File: src/rtl/mem_stage_if.sv
// Data-memory bus between the memory stage and the data RAM.
// The stage is the master; the RAM answers with asynchronous read data.
interface mem_stage_if #(
    parameter int ADDR_W = 11
);
    logic [ADDR_W-1:0] mem_addr;
    logic [15:0]       mem_wdata;
    logic              mem_we;
    logic [15:0]       mem_rdata;

    modport master (
        output mem_addr,
        output mem_wdata,
        output mem_we,
        input  mem_rdata
    );

    modport slave (
        input  mem_addr,
        input  mem_wdata,
        input  mem_we,
        output mem_rdata
    );
endinterface

File: src/rtl/mem_stage.sv
// Memory stage: load/store, stack pointer, push/pop sequencing and
// the two-cycle interrupt context save (PC first, then CCR).
module mem_stage #(
    parameter int ADDR_W  = 11,
    parameter int SP_INIT = 2047
) (
    input  logic        clk,
    input  logic        rst,
    input  logic [15:0] ALU_result_mem,
    input  logic [15:0] Rs_data_mem,
    input  logic [15:0] Rd_data_mem,
    input  logic [2:0]  Rd_mem,
    input  logic        memRead_mem,
    input  logic        memWrite_mem,
    input  logic        regWrite_mem,
    input  logic        push_mem,
    input  logic        pop_mem,
    input  logic        pushPc_mem,
    input  logic        popPc_mem,
    input  logic        pushCCR_mem,
    input  logic        popCCR_mem,
    input  logic        int1_mem,
    input  logic [15:0] pc_mem,
    input  logic [2:0]  ccr_in,
    mem_stage_if.master dmem,
    output logic [15:0] wb_data,
    output logic [2:0]  Rd_wb,
    output logic        regWrite_wb,
    output logic [15:0] pc_out,
    output logic        pc_load,
    output logic [2:0]  ccr_out,
    output logic        ccr_load,
    output logic        stall,
    output logic        stack_err
);

    localparam logic [ADDR_W-1:0] SP_TOP = ADDR_W'(SP_INIT);

    typedef enum logic {
        IDLE,
        INT_CCR
    } state_e;

    state_e            state_q, state_d;
    logic [ADDR_W-1:0] sp_q, sp_d;
    logic              err_q, err_d;

    logic        do_push;
    logic        do_pop;
    logic        pc_pop;
    logic        ccr_pop;
    logic [15:0] push_val;
    logic        in_ccr;
    logic        ovf;
    logic        unf;
    logic        fault;

    logic unused_bits;
    assign unused_bits = ^{Rs_data_mem, ALU_result_mem[15:ADDR_W]};

    assign in_ccr = (state_q == INT_CCR);

    // Pick the single stack operation for this cycle by priority.
    always_comb begin
        do_push  = 1'b0;
        do_pop   = 1'b0;
        pc_pop   = 1'b0;
        ccr_pop  = 1'b0;
        push_val = Rd_data_mem;
        state_d  = IDLE;
        if (in_ccr) begin
            do_push  = 1'b1;
            push_val = {13'b0, ccr_in};
        end else if (int1_mem) begin
            do_push  = 1'b1;
            push_val = pc_mem;
            state_d  = INT_CCR;
        end else if (pushPc_mem) begin
            do_push  = 1'b1;
            push_val = pc_mem;
        end else if (popPc_mem) begin
            do_pop = 1'b1;
            pc_pop = 1'b1;
        end else if (pushCCR_mem) begin
            do_push  = 1'b1;
            push_val = {13'b0, ccr_in};
        end else if (popCCR_mem) begin
            do_pop  = 1'b1;
            ccr_pop = 1'b1;
        end else if (push_mem) begin
            do_push = 1'b1;
        end else if (pop_mem) begin
            do_pop = 1'b1;
        end
    end

    assign ovf   = do_push && (sp_q == '0);
    assign unf   = do_pop && (sp_q == SP_TOP);
    assign fault = ovf || unf;

    // Drive the memory bus, next SP and write-back outputs.
    always_comb begin
        dmem.mem_addr  = ALU_result_mem[ADDR_W-1:0];
        dmem.mem_wdata = Rd_data_mem;
        dmem.mem_we    = 1'b0;
        sp_d           = sp_q;
        err_d          = err_q | fault;
        if (do_push) begin
            dmem.mem_addr  = sp_q;
            dmem.mem_wdata = push_val;
            dmem.mem_we    = !ovf;
            if (!ovf) begin
                sp_d = sp_q - 1'b1;
            end
        end else if (do_pop) begin
            dmem.mem_addr = sp_q + 1'b1;
            if (!unf) begin
                sp_d = sp_q + 1'b1;
            end
        end else begin
            dmem.mem_we = memWrite_mem;
        end

        wb_data     = (memRead_mem || pop_mem) ? dmem.mem_rdata
                                               : ALU_result_mem;
        Rd_wb       = Rd_mem;
        regWrite_wb = regWrite_mem && !fault && !in_ccr;
        pc_load     = pc_pop && !unf;
        ccr_load    = ccr_pop && !unf;
        pc_out      = pc_load ? dmem.mem_rdata : 16'h0000;
        ccr_out     = ccr_load ? dmem.mem_rdata[2:0] : 3'b000;
        stall       = in_ccr;

        if (rst) begin
            dmem.mem_addr  = '0;
            dmem.mem_wdata = 16'h0000;
            dmem.mem_we    = 1'b0;
            wb_data        = 16'h0000;
            Rd_wb          = 3'b000;
            regWrite_wb    = 1'b0;
            pc_load        = 1'b0;
            ccr_load       = 1'b0;
            pc_out         = 16'h0000;
            ccr_out        = 3'b000;
            stall          = 1'b0;
        end
    end

    assign stack_err = err_q;

    // Stack pointer, interrupt FSM and sticky stack error.
    always_ff @(posedge clk or posedge rst) begin
        if (rst) begin
            state_q <= IDLE;
            sp_q    <= SP_TOP;
            err_q   <= 1'b0;
        end else begin
            state_q <= state_d;
            sp_q    <= sp_d;
            err_q   <= err_d;
        end
    end

endmodule

File: src/flat_wrapper.sv
// flat-port wrapper written by rule: the top's interface ports become plain ports
module mem_stage_flat 
#(
    parameter int ADDR_W  = 11,
    parameter int SP_INIT = 2047
)
  (clk, rst, ALU_result_mem, Rs_data_mem, Rd_data_mem, Rd_mem, memRead_mem, memWrite_mem, regWrite_mem, push_mem, pop_mem, pushPc_mem, popPc_mem, pushCCR_mem, popCCR_mem, int1_mem, pc_mem, ccr_in, wb_data, Rd_wb, regWrite_wb, pc_out, pc_load, ccr_out, ccr_load, stall, stack_err, dmem_mem_addr, dmem_mem_wdata, dmem_mem_we, dmem_mem_rdata);
  mem_stage_if #(.ADDR_W(ADDR_W)) dmem_i ();
  input  logic clk;
  input  logic rst;
  input  logic [15:0] ALU_result_mem;
  input  logic [15:0] Rs_data_mem;
  input  logic [15:0] Rd_data_mem;
  input  logic [2:0] Rd_mem;
  input  logic memRead_mem;
  input  logic memWrite_mem;
  input  logic regWrite_mem;
  input  logic push_mem;
  input  logic pop_mem;
  input  logic pushPc_mem;
  input  logic popPc_mem;
  input  logic pushCCR_mem;
  input  logic popCCR_mem;
  input  logic int1_mem;
  input  logic [15:0] pc_mem;
  input  logic [2:0] ccr_in;
  output logic [15:0] wb_data;
  output logic [2:0] Rd_wb;
  output logic regWrite_wb;
  output logic [15:0] pc_out;
  output logic pc_load;
  output logic [2:0] ccr_out;
  output logic ccr_load;
  output logic stall;
  output logic stack_err;
  output wire logic [$bits(dmem_i.mem_addr)-1:0] dmem_mem_addr;
  output wire logic [$bits(dmem_i.mem_wdata)-1:0] dmem_mem_wdata;
  output wire logic [$bits(dmem_i.mem_we)-1:0] dmem_mem_we;
  input wire logic [$bits(dmem_i.mem_rdata)-1:0] dmem_mem_rdata;
  assign dmem_mem_addr = dmem_i.mem_addr;
  assign dmem_mem_wdata = dmem_i.mem_wdata;
  assign dmem_mem_we = dmem_i.mem_we;
  assign dmem_i.mem_rdata = dmem_mem_rdata;
  mem_stage #(.ADDR_W(ADDR_W), .SP_INIT(SP_INIT)) u_core (.clk(clk), .rst(rst), .ALU_result_mem(ALU_result_mem), .Rs_data_mem(Rs_data_mem), .Rd_data_mem(Rd_data_mem), .Rd_mem(Rd_mem), .memRead_mem(memRead_mem), .memWrite_mem(memWrite_mem), .regWrite_mem(regWrite_mem), .push_mem(push_mem), .pop_mem(pop_mem), .pushPc_mem(pushPc_mem), .popPc_mem(popPc_mem), .pushCCR_mem(pushCCR_mem), .popCCR_mem(popCCR_mem), .int1_mem(int1_mem), .pc_mem(pc_mem), .ccr_in(ccr_in), .dmem(dmem_i), .wb_data(wb_data), .Rd_wb(Rd_wb), .regWrite_wb(regWrite_wb), .pc_out(pc_out), .pc_load(pc_load), .ccr_out(ccr_out), .ccr_load(ccr_load), .stall(stall), .stack_err(stack_err));
endmodule
File: config.mk
export PLATFORM = sky130hd
export DESIGN_NAME = mem_stage_flat
export DESIGN_NICKNAME = d
export VERILOG_FILES = /design/src/rtl/mem_stage_if.sv /design/src/rtl/mem_stage.sv /design/src/flat_wrapper.sv
export SDC_FILE = /design/constraint.sdc
export NUM_CORES = 1
export LEC_CHECK = 0
export CORE_MARGIN = 1.5
export CORE_UTILIZATION = 30
export DETAILED_ROUTE_END_ITERATION = 8
export GPL_ROUTABILITY_DRIVEN = 0
export PLACE_DENSITY = 0.77
export SLEW_MARGIN = 20
export SYNTH_ARGS = -nofsm -noshare
export SYNTH_HDL_FRONTEND = slang
export SYNTH_SLANG_ARGS = --single-unit
export TNS_END_PERCENT = 1
File: constraint.sdc
create_clock -name clk -period 2.7 [get_ports clk]
set_input_delay 0.54 -clock clk [delete_from_list [all_inputs] [get_ports clk]]
set_output_delay 0.54 -clock clk [all_outputs]
set_load 0.05 [all_outputs]
==> After elaboration in Yosys (flattened, before gate mapping) <==
Cells that the tools add are included.
{ "totals": {"ff_bits": 13, "elab_cells": 79} }
{ "op_classes": {"n_addsub": 2, "eq_ne": 3, "mux": 55, "bitwise": 1, "n_reduce_logical": 15} }
{ "ops": {"columns": ["op", "n"], "rows": [
  ["$mux 16", 11],
  ["$mux 11", 7],
  ["$mux 1", 34],
  ["$add 11x1->11 const B", 1],
  ["$eq 11x11->1 const B", 1],
  ["$logic_not 11->1", 1],
  ["$sub 11x1->11 const B", 1],
  ["$mux 3", 3],
  ["$logic_and 1x1->1", 6],
  ["$logic_not 1->1", 4],
  ["$reduce_and 3->1", 1],
  ["$logic_or 1x1->1", 2],
  ["$ne 2x1->1 const B", 1],
  ["$ne 2x2->1 const B", 1],
  ["$reduce_bool 2->1", 1],
  ["$or 1x1->1", 1]
]} }

==> Depth between registers and ports, before layout <==
Gate-level depths: netlist of run 1.
{ "depth": {"ltp_word": 14, "mapped_depth": 6, "ltp_nobuf": 6} }

==> Worst setup path after synthesis of run 1 <==
OpenSTA, ideal clock, no wires.
{ "synth_timing": {"path_type": "input -> output", "startpoint": "input port int1_mem", "endpoint": "output port regWrite_wb", "t_arrival_ps": 3022, "required_time_ps": 2160, "setup_slack_ps": -862, "stages": 5, "n_path_buf": 1, "path_cell_list": "or3_1 > buf_4 > o2111ai_2 > o21ai_1 > nor4b_1"} }
{ "synth_via": {"elab_chain_len": 8, "word_cells_on_any_way": 11, "classes_between": "mux (5); reduce/logical (6)"} }
{ "synth_rtl": {"columns": ["item", "line", "rtl"], "rows": [
  ["start: declaration", "flat_wrapper.sv:24", "input logic int1_mem;"],
  ["$mux 1", "mem_stage.sv:74", "end else if (int1_mem) begin"],
  ["$mux 1", "mem_stage.sv:71", "if (in_ccr) begin"],
  ["$logic_and 1x1->1, on equally long branches", "mem_stage.sv:97, mem_stage.sv:98", null],
  ["$logic_or 1x1->1 (*)", "mem_stage.sv:99", "assign fault = ovf || unf;"],
  ["$logic_not 1->1 (*)", "mem_stage.sv:127", "regWrite_wb = regWrite_mem && !fault && !in_ccr;"],
  ["$logic_and 1x1->1 (*) (2 in series)", "mem_stage.sv:127", null],
  ["$mux 1 (*)", "mem_stage.sv:134", "if (rst) begin"],
  ["end: declaration", "flat_wrapper.sv:29", "output logic regWrite_wb;"]
]} }
Every way passes the cells marked *; elsewhere a longest branch is shown, timed or not.

==> Final worst setup path of run 1 <==
{ "layout_timing": {"startpoint": "register u_core.sp_q[3]", "endpoint": "output port dmem_mem_addr[7]"} }
{ "layout_via": {"elab_chain_len": 4} }
{ "layout_rtl": {"columns": ["item", "line", "rtl"], "rows": [
  ["start: declaration", "mem_stage.sv:45", "logic [ADDR_W-1:0] sp_q, sp_d;"],
  ["start signal: assignment", "mem_stage.sv:159", "sp_q <= sp_d;"],
  ["$add 11x1->11", "mem_stage.sv:116", "dmem.mem_addr = sp_q + 1'b1;"],
  ["$mux 11", "mem_stage.sv:115", "end else if (do_pop) begin"],
  ["$mux 11", "mem_stage.sv:108", "if (do_push) begin"],
  ["$mux 11", "mem_stage.sv:134", null],
  ["end: declaration", "flat_wrapper.sv:36", "output wire logic [$bits(dmem_i.mem_addr)-1:0] dmem_mem_addr;"]
]} }
Every way passes these cells.

==> results_dict.tcl, run 1 <==
set metrics [dict create \
    antenna_cells 0 \
    fp.dieW_um 87.0 \
    grt_max_degree 24 \
    startpoint_type "flop" \
    seq_area_frac_synth 0.160 \
    path_buf_inv 1 \
    power_frac_comb 0.715 \
    cts_tree "done" \
    fin_nets 595 \
    holdCritStartpoint "u_core.stack_err" \
    crit_path_max_fanout 7 \
    run_status "complete, no violations" \
    power_frac_seq 0.214 \
    synthToLayoutAreaGrowth_pct 126 \
    vias 3311 \
    synth_largest_area_cell "dfstp_2" \
    hold_end "u_core.stack_err" \
    finalWirelength_um 10500 \
    rsz0062_at_grt "yes" \
    critPathTopFamily "flip-flops" \
    syn-num-nets 405 \
    dieHeight_um 87.0 \
    io_pins 169 \
    maxCapViolations 0 \
    grt_use_total 0.267 \
    critPathKind "flop to output port" \
    hold_buffers 0 \
    grt_pass1_vias 3271 \
    yosysWarnings 0 \
    viasPerCell 5.62 \
    clockPowerShare 0.071 \
    drt_first_pass_iters 6 \
    initial_core_util 0.312 \
    slowest_delay_ns 0.62 \
    reg2reg_slack_ns 0.72 \
    final-setup-viol-count 0 \
    path_cells "nand3_1 > nor2_2 > nand3_2 > a211o_1 > a21oi_2 > buf_12" \
    reg2reg_depth 6 \
    switching_share 0.487 \
    syn_area_um2 2120 \
    ys_ff_latch 13 \
    finalHoldViolCount 0 \
    die_area_um2 7570 \
    peakVddDrop_v 0.000240 \
    final_layout_size_suffix_gt1_frac 0.381 \
    synthCells 304 \
    clock_skew_ns 0.00433 \
    period_needed_ns 2.68 \
    yosysTopAreaCellShare 0.137 \
    synth_area_leaders "dfstp_2 (14%), nand2_1 (7.8%), and3_1 (5.9%)" \
    r2r_start "u_core.sp_q[0]" \
    antenna_found_initial 0 \
    mostFrequentLayoutCells "clkdlybuf4s50_1 (75), buf_4 (56), buf_12 (46)" \
    synth-edff-count 0 \
    power_density_nw_per_um2 534 \
    postSynthAreaPerCell_um2 6.96 \
    fp.coreArea_um2 6790 \
    row_count 30 \
    postRouteAntennaNets 0 \
    cp.required_ns 2.16 \
    cp-end-kind "output port" \
    power_switching_mw 1.25 \
    worst_slew_pin_slew_ns 0.619 \
    power_leakage_nw 1.98 \
    total_power_mw 2.56 \
    h-tree-depth 1 \
    fmaxAchievable_mhz 373 \
    period_share 0.994 \
    yosysUniqueCellTypes 66 \
    hpwl_um 7980 \
    slowest_stage "dfstp_2" \
    drtIter0Drc 304 \
    clkTransAtPathRegs_ns 0.06 \
    report.final.slew_viol_count 0 \
    ys.flop_type "dfstp_2" \
    rr_endpoint "u_core.sp_q[9]" \
    synthArstFlopShare 1.00 \
    numCtsBuffers 3 \
    cts.sink_count 13 \
    final_common_cell "clkdlybuf4s50_1" \
    grt_overflow 0 \
    clock_path_buffers 2 \
    cts-root-buf "clkbuf_8" \
    clk_latency_ns 0.25 \
    wl_per_cell_um 17.8 \
    hold_path_depth 1 \
    grt_pass1_wl_um 15900 \
    arrival_ns 2.14 \
    final_core_util 0.705 \
    io_buffer_count 152 \
    worstHoldPathType "flop to flop" \
    maxSlewHeadroom 0.587 \
    internal_power_mw 1.31 \
    drc 0 \
]
stage by stage:
step | setup TNS, ns | setup slack, ns | instance area [µm²] | hold WS [ns] | instances
floorplan | -2.45 | -0.347 | 2130 | 0.504 | 304
finish | 0 | 0.0173 | 4790 | 0.490 | 589
global placement | -10.37 | -0.312 | 4440 | 0.459 | 577
detailed placement | -11.53 | -0.371 | 4440 | 0.459 | 577
CTS | 0 | 0.0249 | 4640 | 0.481 | 583
global route | -0.240 | -0.0825 | 4790 | 0.517 | 589
how the worst max path moves through the flow:
stage / slack (ns) / cells past startpoint / startpoint / end
finish: 0.02 / 6 / u_core.sp_q[3] / dmem_mem_addr[7]
global route: -0.08 / 6 / u_core.sp_q[3] / dmem_mem_addr[7]
CTS: 0.02 / 8 / u_core.sp_q[1] / regWrite_wb
detailed placement: -0.37 / 7 / int1_mem / dmem_mem_wdata[7]
global placement: -0.31 / 7 / int1_mem / dmem_mem_wdata[3]
floorplan: -0.35 / 6 / int1_mem / dmem_mem_addr[6]
synth_stat cells (all sizes together), types with 5 or more instances:
cell type  instances
dfstp             11
clkbuf            12
inv                6
nand3             11
o21ai             17
o22ai              6
buf               11
nand4              5
nor3               8
a32o               5
a211oi             5
nand2             44
nor2b             10
and2               7
and3              21
a21oi             25
nor2              29
a22oi             13
power by group through the flow:
| stage | Combinational [mW] | Clock, mW | Sequential [mW] |
|---|---|---|---|
| after floorplan | 0.995 | 0 | 0.436 |
| after global placement | 1.56 | 0 | 0.539 |
| after detailed placement | 1.60 | 0 | 0.543 |
| after CTS | 1.67 | 0.183 | 0.541 |
| after global routing | 1.92 | 0.195 | 0.555 |
| final | 1.83 | 0.181 | 0.547 |
flip-flops by register name, summed over array words and instances (netlist names):
name              cells
u_core.stack_err      1
u_core.sp_q          11
u_core.in_ccr         1
area by class of cell:
| cell class | instances | area, µm² |
|---|---|---|
| clock buffers | 4 | 45.0 |
| inverters | 7 | 26.3 |
| multi-input cells | 261 | 1810 |
| well taps | 96 | 120 |
| flip-flops and latches | 13 | 339 |
| fillers | 495 | 2000 |
| repair buffers | 208 | 2450 |
logic make-up (layout without fill, tap and decap cells):
logic type	count (synthesis)	after routing	synth area share
fa+ha+maj	3	3	0.0177
xor+xnor	6	6	0.0248
buf+inv	30	219	0.0632
mux	2	2	0.0106
compound gates	99	99	0.340
flops	13	13	0.160
simple gates	151	151	0.383
layer usage:
| metal | global-route usage | part of all wire | up-vias |
|---|---|---|---|
| met5 | 0 | 0 | - |
| met4 | 0.103 | 0.025 | 0 |
| met3 | 0.0550 | 0.074 | 31 |
| met2 | 0.476 | 0.52 | 184 |
| met1 | 0.310 | 0.38 | 1578 |
| li1 | - | - | 1518 |
timing repair:
action / CTS / global route
setup buffers: 2 / 6
pin swaps: 8 / 8
gates cloned: 0 / 0
gates resized for setup: 43 / 25
setup endpoints to repair: 50 / 25
Note: power is estimated with default switching activity, not from simulation.
==> run 2, diff against run 1 <==
CORE_ASPECT_RATIO = 1.2   (was unset)
TNS_END_PERCENT = 5   (was 1)
==> results_dict.tcl, run 2 (synthesized netlist as in run 1, its figures left out) <==
set metrics [dict create \
    grt_overflow 0 \
    critPathTopFamily "simple AND/OR/NAND/NOR gates" \
    peakVddDrop_v 0.000315 \
    period_share 0.999 \
    antenna_cells 0 \
    maxCapViolations 0 \
    row_count 33 \
    power_leakage_nw 1.93 \
    path_buf_inv 2 \
    rr_endpoint "u_core.sp_q[9]" \
    reg2reg_slack_ns 0.70 \
    slowest_delay_ns 0.46 \
    dp_slack_ns -0.412 \
    path_cells "dlygate4sd2_1 > or3_4 > nor2_4 > o21ai_0 > a221oi_2 > buf_12" \
    finalHoldViolCount 0 \
    run_status "complete, no violations" \
    final_layout_size_suffix_gt1_frac 0.391 \
    critPathKind "input pin to output port" \
    slowest_stage "or3_4" \
    crit_path_max_fanout 5 \
    hold_end "u_core.stack_err" \
    cts.sink_count 13 \
    setup_slack_ns 0.00275 \
    cts-root-buf "clkbuf_8" \
    fin_nets 593 \
    numCtsBuffers 3 \
    grt_pass1_vias 3237 \
    largest-register "u_core.sp_q" \
    h-tree-depth 1 \
    io_buffer_count 152 \
    viasPerCell 5.63 \
    n_fill_cell 523 \
    worst_slew_pin_slew_ns 0.608 \
    vias 3253 \
    cp.required_ns 2.16 \
    fin_area_um2 4720 \
    total_power_mw 2.49 \
    fp.coreArea_um2 6810 \
    clk_latency_ns 0.25 \
    grt_use_total 0.264 \
    clock_skew_ns 0.00522 \
    worstHoldPathType "flop to flop" \
    final_core_util 0.692 \
    period_needed_ns 2.70 \
    clkTransAtPathRegs_ns 0.05 \
    postPlaceCellArea_um2 4370 \
    hpwl_um 8090 \
    power_density_nw_per_um2 527 \
    rsz0062_at_grt "yes" \
    hold_path_depth 1 \
    drtIter0Drc 367 \
    mostFrequentLayoutCells "clkdlybuf4s50_1 (75), buf_4 (59), nand2_1 (42), buf_12 (42)" \
    postRouteAntennaNets 0 \
    maxSlewHeadroom 0.594 \
    clock_path_buffers 2 \
    final_common_cell "clkdlybuf4s50_1" \
    r2r_start "u_core.sp_q[1]" \
    grt_max_degree 20 \
    arrival_ns 2.16 \
    dieHeight_um 95.0 \
    fp.dieW_um 79.7 \
    reg2reg_depth 6 \
    holdCritStartpoint "u_core.stack_err" \
    io_pins 169 \
    final-setup-viol-count 0 \
    cts_tree "done" \
    initial_core_util 0.311 \
    whs_ns 0.472 \
    drt_first_pass_iters 6 \
    fmaxAchievable_mhz 371 \
    cp-end-kind "output port" \
    grt_pass1_wl_um 15700 \
    wl_per_cell_um 18.1 \
    synthToLayoutAreaGrowth_pct 123 \
    drc 0 \
    report.final.slew_viol_count 0 \
    die_area_um2 7570 \
    antenna_found_initial 0 \
    largest_register_ffs 11 \
    startpoint_type "input pin" \
    finalWirelength_um 10500 \
]
## run 2: cell types whose count changed in the layout (fill, tap and decap cells not counted), moves of 2 or more
cell / change
a21oi_2: -4
nand2_2: +2
buf_12: -4
a21oi_1: +4
and2_4: +2
dlygate4sd2_1: +2
clkdlybuf4s15_1: -2
and3_1: -7
and3_4: +7
buf_4: +3
and2_1: -2
## run 2: worst max path at each step
stage	end	depth (start not counted)	startpoint	slack [ns]
2_1_floorplan	dmem_mem_addr[6]	6	int1_mem	-0.35
3_3_place_gp	dmem_mem_wdata[9]	7	int1_mem	-0.31
3_5_place_dp	dmem_mem_wdata[15]	7	int1_mem	-0.41
4_1_cts	regWrite_wb	7	u_core.sp_q[0]	-0.08
5_1_grt	regWrite_wb	6	pushPc_mem	-0.07
6_report	dmem_mem_addr[0]	6	pushPc_mem	0.003
## run 2: what timing repair did
action,in CTS,in global routing
endpoints found under the setup margin,50,32
buffers inserted,2,5
gates resized for setup,40,29
hold buffers,0,0
pin swaps,8,7
## run 2: cell type report
| cell class | count | area, µm² | area share |
|---|---|---|---|
| repair buffers | 206 | 2380 | 0.504 |
| multi-input cells | 261 | 1820 | 0.386 |
| clock buffers | 4 | 45.0 | 0.00955 |
| flip-flops and latches | 13 | 339 | 0.0719 |
| inverters | 7 | 26.3 | 0.00557 |
| well taps | 87 | 109 | 0.0231 |
## run 2: power breakdown
| part | internal, mW | switching (mW) | leakage [nW] |
|---|---|---|---|
| clock network | 0.104 | 0.0712 | 0.0228 |
| registers | 0.356 | 0.209 | 0.140 |
| logic | 0.796 | 0.948 | 1.77 |
| total | 1.26 | 1.23 | 1.93 |
## run 2: stage by stage
step                      setup TNS, ns  cells
after floorplan                   -2.45    304
after global placement           -12.47    567
after detailed placement         -13.62    567
after CTS                         -1.37    573
after global routing             -0.200    578
final                                 0    578
## run 2: layer usage
layer,share of wire,GRT usage,up-vias,routed length (µm)
met4,0.023,0.0921,0,246
met2,0.55,0.504,189,5810
met1,0.35,0.293,1527,3660
met3,0.073,0.0402,25,768
met5,0,0,-,0
li1,-,-,1512,-
